`config.mk`:
```
export PLATFORM = sky130hd
export DESIGN_NAME = pipe_stage_argmax_seq
export DESIGN_NICKNAME = d
export VERILOG_FILES = /design/src/rtl/pipe_stage_argmax_seq.sv
export SDC_FILE = /design/constraint.sdc
export NUM_CORES = 1
export LEC_CHECK = 0
export ABC_AREA = 0
export BUFFER_PORTS_ARGS = -buffer_cell sky130_fd_sc_hd__buf_4
export CORE_UTILIZATION = 59
export DETAILED_ROUTE_END_ITERATION = 8
export PLACE_DENSITY = 0.95
export SETUP_SLACK_MARGIN = 0.05
export SLEW_MARGIN = 20
export SYNTH_ARGS = -nofsm -noshare
export SYNTH_HDL_FRONTEND = slang
export SYNTH_SLANG_ARGS = --single-unit
export TNS_END_PERCENT = 50
```
`constraint.sdc`:
```
create_clock -name clk -period 11.43 [get_ports clk]
set_input_delay 0.5715 -clock clk [delete_from_list [all_inputs] [get_ports clk]]
set_output_delay 0.5715 -clock clk [all_outputs]
set_load 0.02 [all_outputs]
```
`src/rtl/pipe_stage_argmax_seq.sv`:
```
// ---------------------------------------------------------------------------
// pipe_stage_argmax_seq
//
// Stage sequencer for the similarity pipeline. Accepted input beats are
// counted and mapped onto programmable stages. While in MAX_STAGE, each lane
// keeps a running fp16 maximum score and the id that produced it. While in
// THR_STAGE, each lane flags whether its score exceeds THRESH. When the pass
// moves past MAX_STAGE, the per-lane {max, id} pairs are offered on a
// valid/ready result port. The current stage also drives a tile mode select.
//
// Ports
//   clk             rising-edge clock
//   rst_n           asynchronous active-low reset
//   start           pulse: begin a pass (ignored while running)
//   stage_boundary  packed boundaries b[k] = [k*STEP_W +: STEP_W], latched at start
//   in_valid        input beat valid
//   in_ready        input beat accepted when in_valid & in_ready
//   score           LANES packed fp16 scores (lane l at [l*WIDTH +: WIDTH])
//   id              LANES packed candidate ids
//   stage           current stage
//   mode            MODE_MASK[stage]
//   finished        stage == NUM_STAGES-1
//   hit             per-lane threshold flags from the last THR_STAGE beat
//   res_valid       argmax result valid
//   res_ready       argmax result consumed when res_valid & res_ready
//   max_score       per-lane running maximum score
//   max_id          per-lane id of the maximum score
// ---------------------------------------------------------------------------
module pipe_stage_argmax_seq #(
    parameter int                    WIDTH      = 16,
    parameter int                    LANES      = 4,
    parameter int                    NUM_STAGES = 8,
    parameter int                    STEP_W     = 8,
    parameter int                    ID_W       = 16,
    parameter int                    MAX_STAGE  = 5,
    parameter int                    THR_STAGE  = 6,
    parameter logic [WIDTH-1:0]      THRESH     = 16'h3BD7,
    parameter int                    NULL_ID    = 4096,
    parameter logic [NUM_STAGES-1:0] MODE_MASK  = 8'hFD,
    localparam int                   SW         = (NUM_STAGES > 1) ? $clog2(NUM_STAGES) : 1
) (
    input  logic                               clk,
    input  logic                               rst_n,
    input  logic                               start,
    input  logic [(NUM_STAGES-1)*STEP_W-1:0]   stage_boundary,
    input  logic                               in_valid,
    output logic                               in_ready,
    input  logic [LANES*WIDTH-1:0]             score,
    input  logic [LANES*ID_W-1:0]              id,
    output logic [SW-1:0]                      stage,
    output logic                               mode,
    output logic                               finished,
    output logic [LANES-1:0]                   hit,
    output logic                               res_valid,
    input  logic                               res_ready,
    output logic [LANES*WIDTH-1:0]             max_score,
    output logic [LANES*ID_W-1:0]              max_id
);

    localparam logic [SW-1:0]   MAX_S   = SW'(MAX_STAGE);
    localparam logic [SW-1:0]   THR_S   = SW'(THR_STAGE);
    localparam logic [SW-1:0]   LAST_S  = SW'(NUM_STAGES - 1);
    localparam logic [ID_W-1:0] NULL_V  = ID_W'(NULL_ID);

    typedef enum logic [1:0] {
        ST_IDLE,
        ST_RUN,
        ST_DONE
    } state_t;

    state_t              state_reg;
    logic [STEP_W-1:0]   step_reg;
    logic [STEP_W-1:0]   step_next;
    logic [SW-1:0]       stage_reg;
    logic [SW-1:0]       stage_next;
    logic [STEP_W-1:0]   bound_reg [NUM_STAGES-1];
    logic                res_valid_reg;
    logic                accept;
    logic                start_ok;
    logic                leave_max;

    // Strict "a > b" on fp16 using the total order of sign-magnitude values.
    // Both zeros compare equal and a NaN candidate never wins.
    function automatic logic fp_gt(input logic [WIDTH-1:0] a, input logic [WIDTH-1:0] b);
        logic             a_nan;
        logic             b_nan;
        logic [WIDTH-1:0] ka;
        logic [WIDTH-1:0] kb;
        a_nan = (&a[WIDTH-2:WIDTH-6]) && (|a[WIDTH-7:0]);
        b_nan = (&b[WIDTH-2:WIDTH-6]) && (|b[WIDTH-7:0]);
        // Map to an unsigned key whose ordering matches the numeric ordering.
        ka = a[WIDTH-1] ? ~a : {1'b1, a[WIDTH-2:0]};
        kb = b[WIDTH-1] ? ~b : {1'b1, b[WIDTH-2:0]};
        if (a_nan)
            return 1'b0;
        if ((a[WIDTH-2:0] == '0) && (b[WIDTH-2:0] == '0))
            return 1'b0;
        return b_nan || (ka > kb);
    endfunction

    assign start_ok = start && (state_reg != ST_RUN);
    assign accept   = (state_reg == ST_RUN) && !res_valid_reg && in_valid;
    assign step_next = step_reg + STEP_W'(1);

    // Stage is the number of boundaries the new step count has passed; equal
    // boundaries are passed together, which skips a stage.
    always_comb begin
        int cnt;
        cnt = 0;
        for (int k = 0; k < NUM_STAGES - 1; k++) begin
            if (step_next > bound_reg[k])
                cnt = cnt + 1;
        end
        stage_next = SW'(cnt);
    end

    // Also fires if equal boundaries jump straight over MAX_STAGE, so a result
    // (max=0, id=NULL_ID) is still published for that pass.
    assign leave_max = accept && (stage_reg <= MAX_S) && (stage_next > MAX_S);

    always_ff @(posedge clk or negedge rst_n) begin
        if (!rst_n) begin
            state_reg     <= ST_IDLE;
            step_reg      <= '0;
            stage_reg     <= '0;
            res_valid_reg <= 1'b0;
            for (int k = 0; k < NUM_STAGES - 1; k++)
                bound_reg[k] <= '0;
        end else begin
            case (state_reg)
                ST_IDLE, ST_DONE: begin
                    if (start_ok) begin
                        state_reg     <= ST_RUN;
                        step_reg      <= '0;
                        stage_reg     <= '0;
                        res_valid_reg <= 1'b0;
                        for (int k = 0; k < NUM_STAGES - 1; k++)
                            bound_reg[k] <= stage_boundary[k*STEP_W +: STEP_W];
                    end else if (res_valid_reg && res_ready) begin
                        res_valid_reg <= 1'b0;
                    end
                end
                ST_RUN: begin
                    if (accept) begin
                        step_reg  <= step_next;
                        stage_reg <= stage_next;
                        if (stage_next == LAST_S)
                            state_reg <= ST_DONE;
                        if (leave_max)
                            res_valid_reg <= 1'b1;
                    end else if (res_valid_reg && res_ready) begin
                        res_valid_reg <= 1'b0;
                    end
                end
                default: state_reg <= ST_IDLE;
            endcase
        end
    end

    generate
        for (genvar gi = 0; gi < LANES; gi++) begin : g_lane
            logic [WIDTH-1:0] max_reg;
            logic [ID_W-1:0]  id_reg;
            logic             hit_reg;
            logic [WIDTH-1:0] lane_score;

            assign lane_score = score[gi*WIDTH +: WIDTH];

            always_ff @(posedge clk or negedge rst_n) begin
                if (!rst_n) begin
                    max_reg <= '0;
                    id_reg  <= NULL_V;
                    hit_reg <= 1'b0;
                end else if (start_ok) begin
                    max_reg <= '0;
                    id_reg  <= NULL_V;
                    hit_reg <= 1'b0;
                end else if (accept) begin
                    // Strict compare: a tie keeps the earlier id.
                    if (stage_reg == MAX_S && fp_gt(lane_score, max_reg)) begin
                        max_reg <= lane_score;
                        id_reg  <= id[gi*ID_W +: ID_W];
                    end
                    if (stage_reg == THR_S)
                        hit_reg <= fp_gt(lane_score, THRESH);
                end
            end

            assign max_score[gi*WIDTH +: WIDTH] = max_reg;
            assign max_id[gi*ID_W +: ID_W]      = id_reg;
            assign hit[gi]                      = hit_reg;
        end
    endgenerate

    assign in_ready  = (state_reg == ST_RUN) && !res_valid_reg;
    assign stage     = stage_reg;
    assign mode      = MODE_MASK[stage_reg];
    assign finished  = (stage_reg == LAST_S);
    assign res_valid = res_valid_reg;

endmodule
```
Word-level counts from Yosys, hierarchy flattened
Memories as Yosys holds them, arrays and structs flattened. Index checks and enable logic that the tools add are counted.

Add/sub/neg operators: 7. Magnitude comparators: 18. Equal/unequal tests: 11. Mux-type cells: 135. Bitwise operators: 8. Reductions and logical operators: 69.

Operators with widths (count): two-way mux 16 bit (32); inverter 16 bit (8); zero test 15 bit (8); two-way mux 1 bit (86); OR reduction 10 bit (8); greater-than comparator 16 bit (4); greater-than comparator 16 bit, second input constant (4); greater-than comparator 8 bit (7); AND reduction 5 bit (8); two-way mux 3 bit (8); logical AND 1 bit (22); two-way mux 8 bit (2); one-hot mux 8 bit (2 select lines) (1); adder 3 x 2 -> 3 bit, second input constant (5); AND reduction 2 bit (7); nonzero test 2 bit (7); == test 3 bit, second input constant (4); adder 8 x 1 -> 8 bit, second input constant (1); two-way mux 2 bit (3); != test 2 bit, second input constant (3); one-hot mux 3 bit (2 select lines) (1); AND reduction 3 bit (2); logical OR 1 bit (4); < comparator 3 x 4 -> 1 bit, second input constant (1); other kinds (12) (12).

Flip-flop bits (word level): 202. Bits in read-only memories: 8. Input port bits: 189. Word-level logic and storage cells: 272. Memories: 1.

Memory list: (name not given) (words 8, bits a word 1, read ports 1, clocked after memory_dff 0, wr ports 0, RTL line 197) `assign mode = MODE_MASK[stage_reg];`.

Depth between registers and ports, before layout
Word-level depth: 20. Mapped depth: 29. Depth with buffers taken out: 29.

Least setup slack after synthesis
No wires, ideal clock.

Path type: reg2reg. Start: reg step_reg[0]. End: reg stage_reg[2] (netlist: stage[2]). Data arrival time: 5927 ps. Setup slack: 5382 ps. Stages on the path, launching flop included: 28. Path buffers: 0. Cells stage by stage: dfrtp_1 -> ha_1 -> nand3_1 -> xnor2_1 -> ha_1 -> a21o_1 -> a21oi_1 -> o21ai_0 -> o21ai_0 -> inv_1 -> ha_1 -> nor2b_1 -> a32oi_1 -> nand2_1 -> or2_2 -> ha_1 -> o21ba_2 -> a31oi_1 -> ha_1 -> and2_1 -> nor2_1 -> inv_1 -> ha_1 -> inv_1 -> nor2_1 -> xnor3_1 -> or4_1 -> a32o_1.

Word-level cells in the longest chain between the ends: 17. Elaborated cells on any way between the ends: 23. Those cells by class: add/sub (7); order compare (7); mux (9).

Ends and longest elaborated chain: start, declared (RTL line 72) `logic [STEP_W-1:0] step_reg;`; start signal, assigned (RTL line 145) `step_reg <= step_next;`; adder 8 x 1 -> 8 bit (*) (RTL line 103) `assign step_next = step_reg + STEP_W'(1);`; greater-than comparator 8 bit (RTL line 111) `if (step_next > bound_reg[k])`; two-way mux 1 bit (RTL line 111); adder 1 x 1 -> 2 bit (RTL line 112) `cnt = cnt + 1;`; two-way mux 3 bit (RTL line 111); adder 3 x 2 -> 3 bit (RTL line 112); two-way mux 3 bit (RTL line 111); adder 3 x 2 -> 3 bit (RTL line 112); two-way mux 3 bit (RTL line 111); adder 3 x 2 -> 3 bit (RTL line 112); two-way mux 3 bit (RTL line 111); adder 3 x 2 -> 3 bit (RTL line 112); two-way mux 3 bit (RTL line 111); adder 3 x 2 -> 3 bit (RTL line 112); two-way mux 3 bit (*) (RTL line 111); two-way mux 3 bit (*) (RTL line 144) `if (accept) begin`; one-hot mux 3 bit (2 select lines) (*) (RTL line 130) `case (state_reg)`; end signal, assigned (RTL line 146) `stage_reg <= stage_next;`; end, declared (RTL line 74) `logic [SW-1:0] stage_reg;`.

Mark *: on every way between the ends. The rest lies on a longest branch, timed or not. The select of a mux whose other input is x is not followed. A chain may end at the register's enable or synchronous reset.

Worst setup path after layout
Ends and elaborated chain as after synthesis.

==> flow_summary_export.csv <==
group,metric,value,unit
clock_tree,hold_buffers,0,
timing,fin_crit_sh,62.8,%
clock_tree,cts_buffers,24,
logic_synthesis,ys_ff_latch,202,
layout,layout-drive-gt1-share,22.5,%
critical_path,end_kind,"register",
timing,setup_ws,4.25,ns
placed_design,port_buffers,327,
critical_path,startpoint_type,"register",
floorplanning,fp.dieH,154,um
timing,fin_setup_tns,0,ns
run,cap_viol_max_count,0,
timing,fin_crit,7.18,ns
logic_synthesis,synth-edff-count,0,
drt,routed_wirelength,37600,um
logic_synthesis,ys_seq_area_share,37.3,%
floorplanning,core_region_area,22600,sq um
floorplanning,chipWidth,154,um
critical_path,cp_max_fo,12,
placed_design,gp_congestion,0.929,
run_status,violations,"design-rule violations",
global_routing,overflow,0,
layout,nNetsFinal,2111,
logic_synthesis,syn-num-nets,1810,
timing,finClkSkew,0.0222,ns
global_routing,grt_pass1_wl,61000,um
logic_synthesis,async_flop_share,100,%
global_routing,grt_max_degree,109,
min_path,hp-class,"input port to async pin",
floorplanning,ios,328,
timing,fmax,0.139,GHz
power_and_ir_drop,irDropWorstVdd,0.120,mV
drt,drt-initial-drc-count,931,
clock_tree,post-cts-setup-buffers,0,
logic_synthesis,ys_warn_count,0,
logic_synthesis,ys.flop_type,"dfrtp_1",
clock_tree,root_buffer,"clkbuf_16",
layout,n_antenna_cell,0,
floorplanning,fp-row-count,55,
placed_design,dp_hpwl,27800,um
power_and_ir_drop,p_total,1930,uW
timing,slew_viol_final,0,
logic_synthesis,ys_types,71,
power_and_ir_drop,p_per_area,113,nW/um^2
clock_tree,clk_latency,0.53,ns
clock_tree,clk_pin_slew,0.06,ns
logic_synthesis,netlist_instances,1487,
timing,worst_pin_slew,1.06,ns
critical_path,crit_type,"register to register",
clock_tree,cts.sinks,202,
drt,via_count,12200,
floorplanning,fp.dieArea,23600,sq um
drt,vias_per_cell,5.85,
drt,ant_nets,0,
drt,wire_per_inst,18.0,um
timing,slew_headroom,29.1,%
layout,area_delta_synth_final,25.9,%
drt,drt_pass1_iterations,9,
clock_tree,cts_buffer_depth,3,
clock_tree,htree_levels,1,
logic_synthesis,syn_area,13600,sq um
layout,fillers,1534,
power_and_ir_drop,p_leak,0.00933,uW
run_status,status,"complete, but fails checks",
timing,hold_viol,0,
clock_tree,cts_tree,"yes",
drt,drc_errors,1,
floorplanning,start_util,60.0,%
critical_path,crit_required,11.84,ns
layout,final_cell_mix,"buf_4, nand2_1, dfrtp_1",
timing,setup_viol,0,
global_routing,track_usage,31.9,%
clock_tree,post_cts_resized,0,
layout,postLayoutCoreUtil,75.6,%
global_routing,grt_pass1_vias,12500,
timing,rsz0062_at_grt,"no",
layout,final_common_cell,"buf_4",
critical_path,cp.arrival,7.59,ns
placed_design,dp_slack,4.40,ns
global_routing,grt_antenna_before_repair,0,
logic_synthesis,postSynthAreaPerCell,9.11,sq um
[critical path: stages, from the launching register on]
cell and delay [ns]:
dfrtp_1 0.66, and3_1 0.33, nand3_1 0.12, xnor2_1 0.84, ha_1 0.41, a21oi_1 0.15
o21ai_0 0.12, o21ai_0 0.15, inv_1 0.08, ha_1 0.34, nor2b_1 0.18, a32oi_1 0.19
nand2_1 0.15, or2_2 0.34, ha_1 0.27, o21ba_2 0.25, a31oi_1 0.05, ha_1 0.28
and2_1 0.15, nor2_1 0.30, inv_1 0.13, ha_1 0.22, inv_1 0.05, nor2_1 0.04
xnor3_1 0.48, or4_1 0.51, a32o_1 0.27
[metal layers]
metal | vias to the layer above | wire, um | GRT usage [%]
li1 | 5640 | - | -
met1 | 5925 | 14600 | 37.8
met2 | 530 | 18900 | 57.1
met3 | 138 | 2470 | 4.82
met4 | 0 | 1660 | 14.6
met5 | - | 0 | 0
[final cells by class]
class                      count  area (sq um)  share of cell area (%)
multi-input combinational   1036          7580                    44.5
clock inverter                 8           103                   0.601
inverter                     188           711                    4.17
tap                          285           357                    2.09
clock buffer                  36           717                    4.20
sequential                   202          5060                    29.7
timing repair buffer         336          2530                    14.8
[where the power goes]
part           total [uW]  switching, uW  internal (uW)
clock network         790            311            479
logic                 386            214            172
registers             751           16.2            735
total                1930            542           1390
[cells by family (layout without fill, tap and decap cells)]
family	count (synthesis)	count (layout)	synth area share (%)
AOI/OAI and AO/OA	207	207	9.84
xor gates and xnor gates	127	127	8.31
adders and majority gates	134	134	12.4
buffers and inverters	249	568	7.16
DFF	202	202	37.3
muxes	129	129	9.57
and+or+nand+nor	439	439	15.4
[worst paths after layout]
kind	startpoint	to	slack [ns]	cells past startpoint
worst max-delay path	step_reg[0]	stage[2]	4.25	26
worst min-delay path	rst_n	g_lane[0].id_reg[10]	0.02	1
worst max register to register	step_reg[0]	stage[2]	4.25	26
worst min register to register	bound_reg[24]	bound_reg[24]	0.51	2
max in group asynchronous	rst_n	g_lane[1].id_reg[7]	10.03	2
min in group clk	stage_boundary[32]	bound_reg[16]	0.23	3
[synth_stat cells (all sizes together) (10+ instances only)]
| cell | number | area share [%] |
|---|---|---|
| nand2 | 227 | 6.3 |
| nor2 | 36 | 1.0 |
| dfrtp | 198 | 37 |
| nand3 | 33 | 1.2 |
| a21o | 20 | 1.1 |
| nor2b | 16 | 0.76 |
| clkbuf | 38 | 1.1 |
| buf | 23 | 0.86 |
| xor2 | 55 | 3.6 |
| nand4 | 38 | 1.8 |
| ha | 134 | 12 |
| xnor2 | 71 | 4.6 |
| and3 | 13 | 0.60 |
| nor4 | 26 | 1.2 |
| mux2i | 125 | 9.2 |
| inv | 187 | 5.2 |
| nand2b | 11 | 0.51 |
| o21a | 19 | 1.1 |
| o21ai | 81 | 3.0 |
| a21oi | 33 | 1.2 |
| nor3 | 10 | 0.37 |
[through the flow]
step	instance area (sq um)	hold slack (ns)	cells
after floorplan	13600	0.276	1487
after global placement	16200	0.467	2047
after detailed placement	16200	0.487	2047
after CTS	17100	0.0253	2091
after global routing	17100	0.0485	2091
final	17100	0.0212	2091
(Power assumes the default switching activity.)
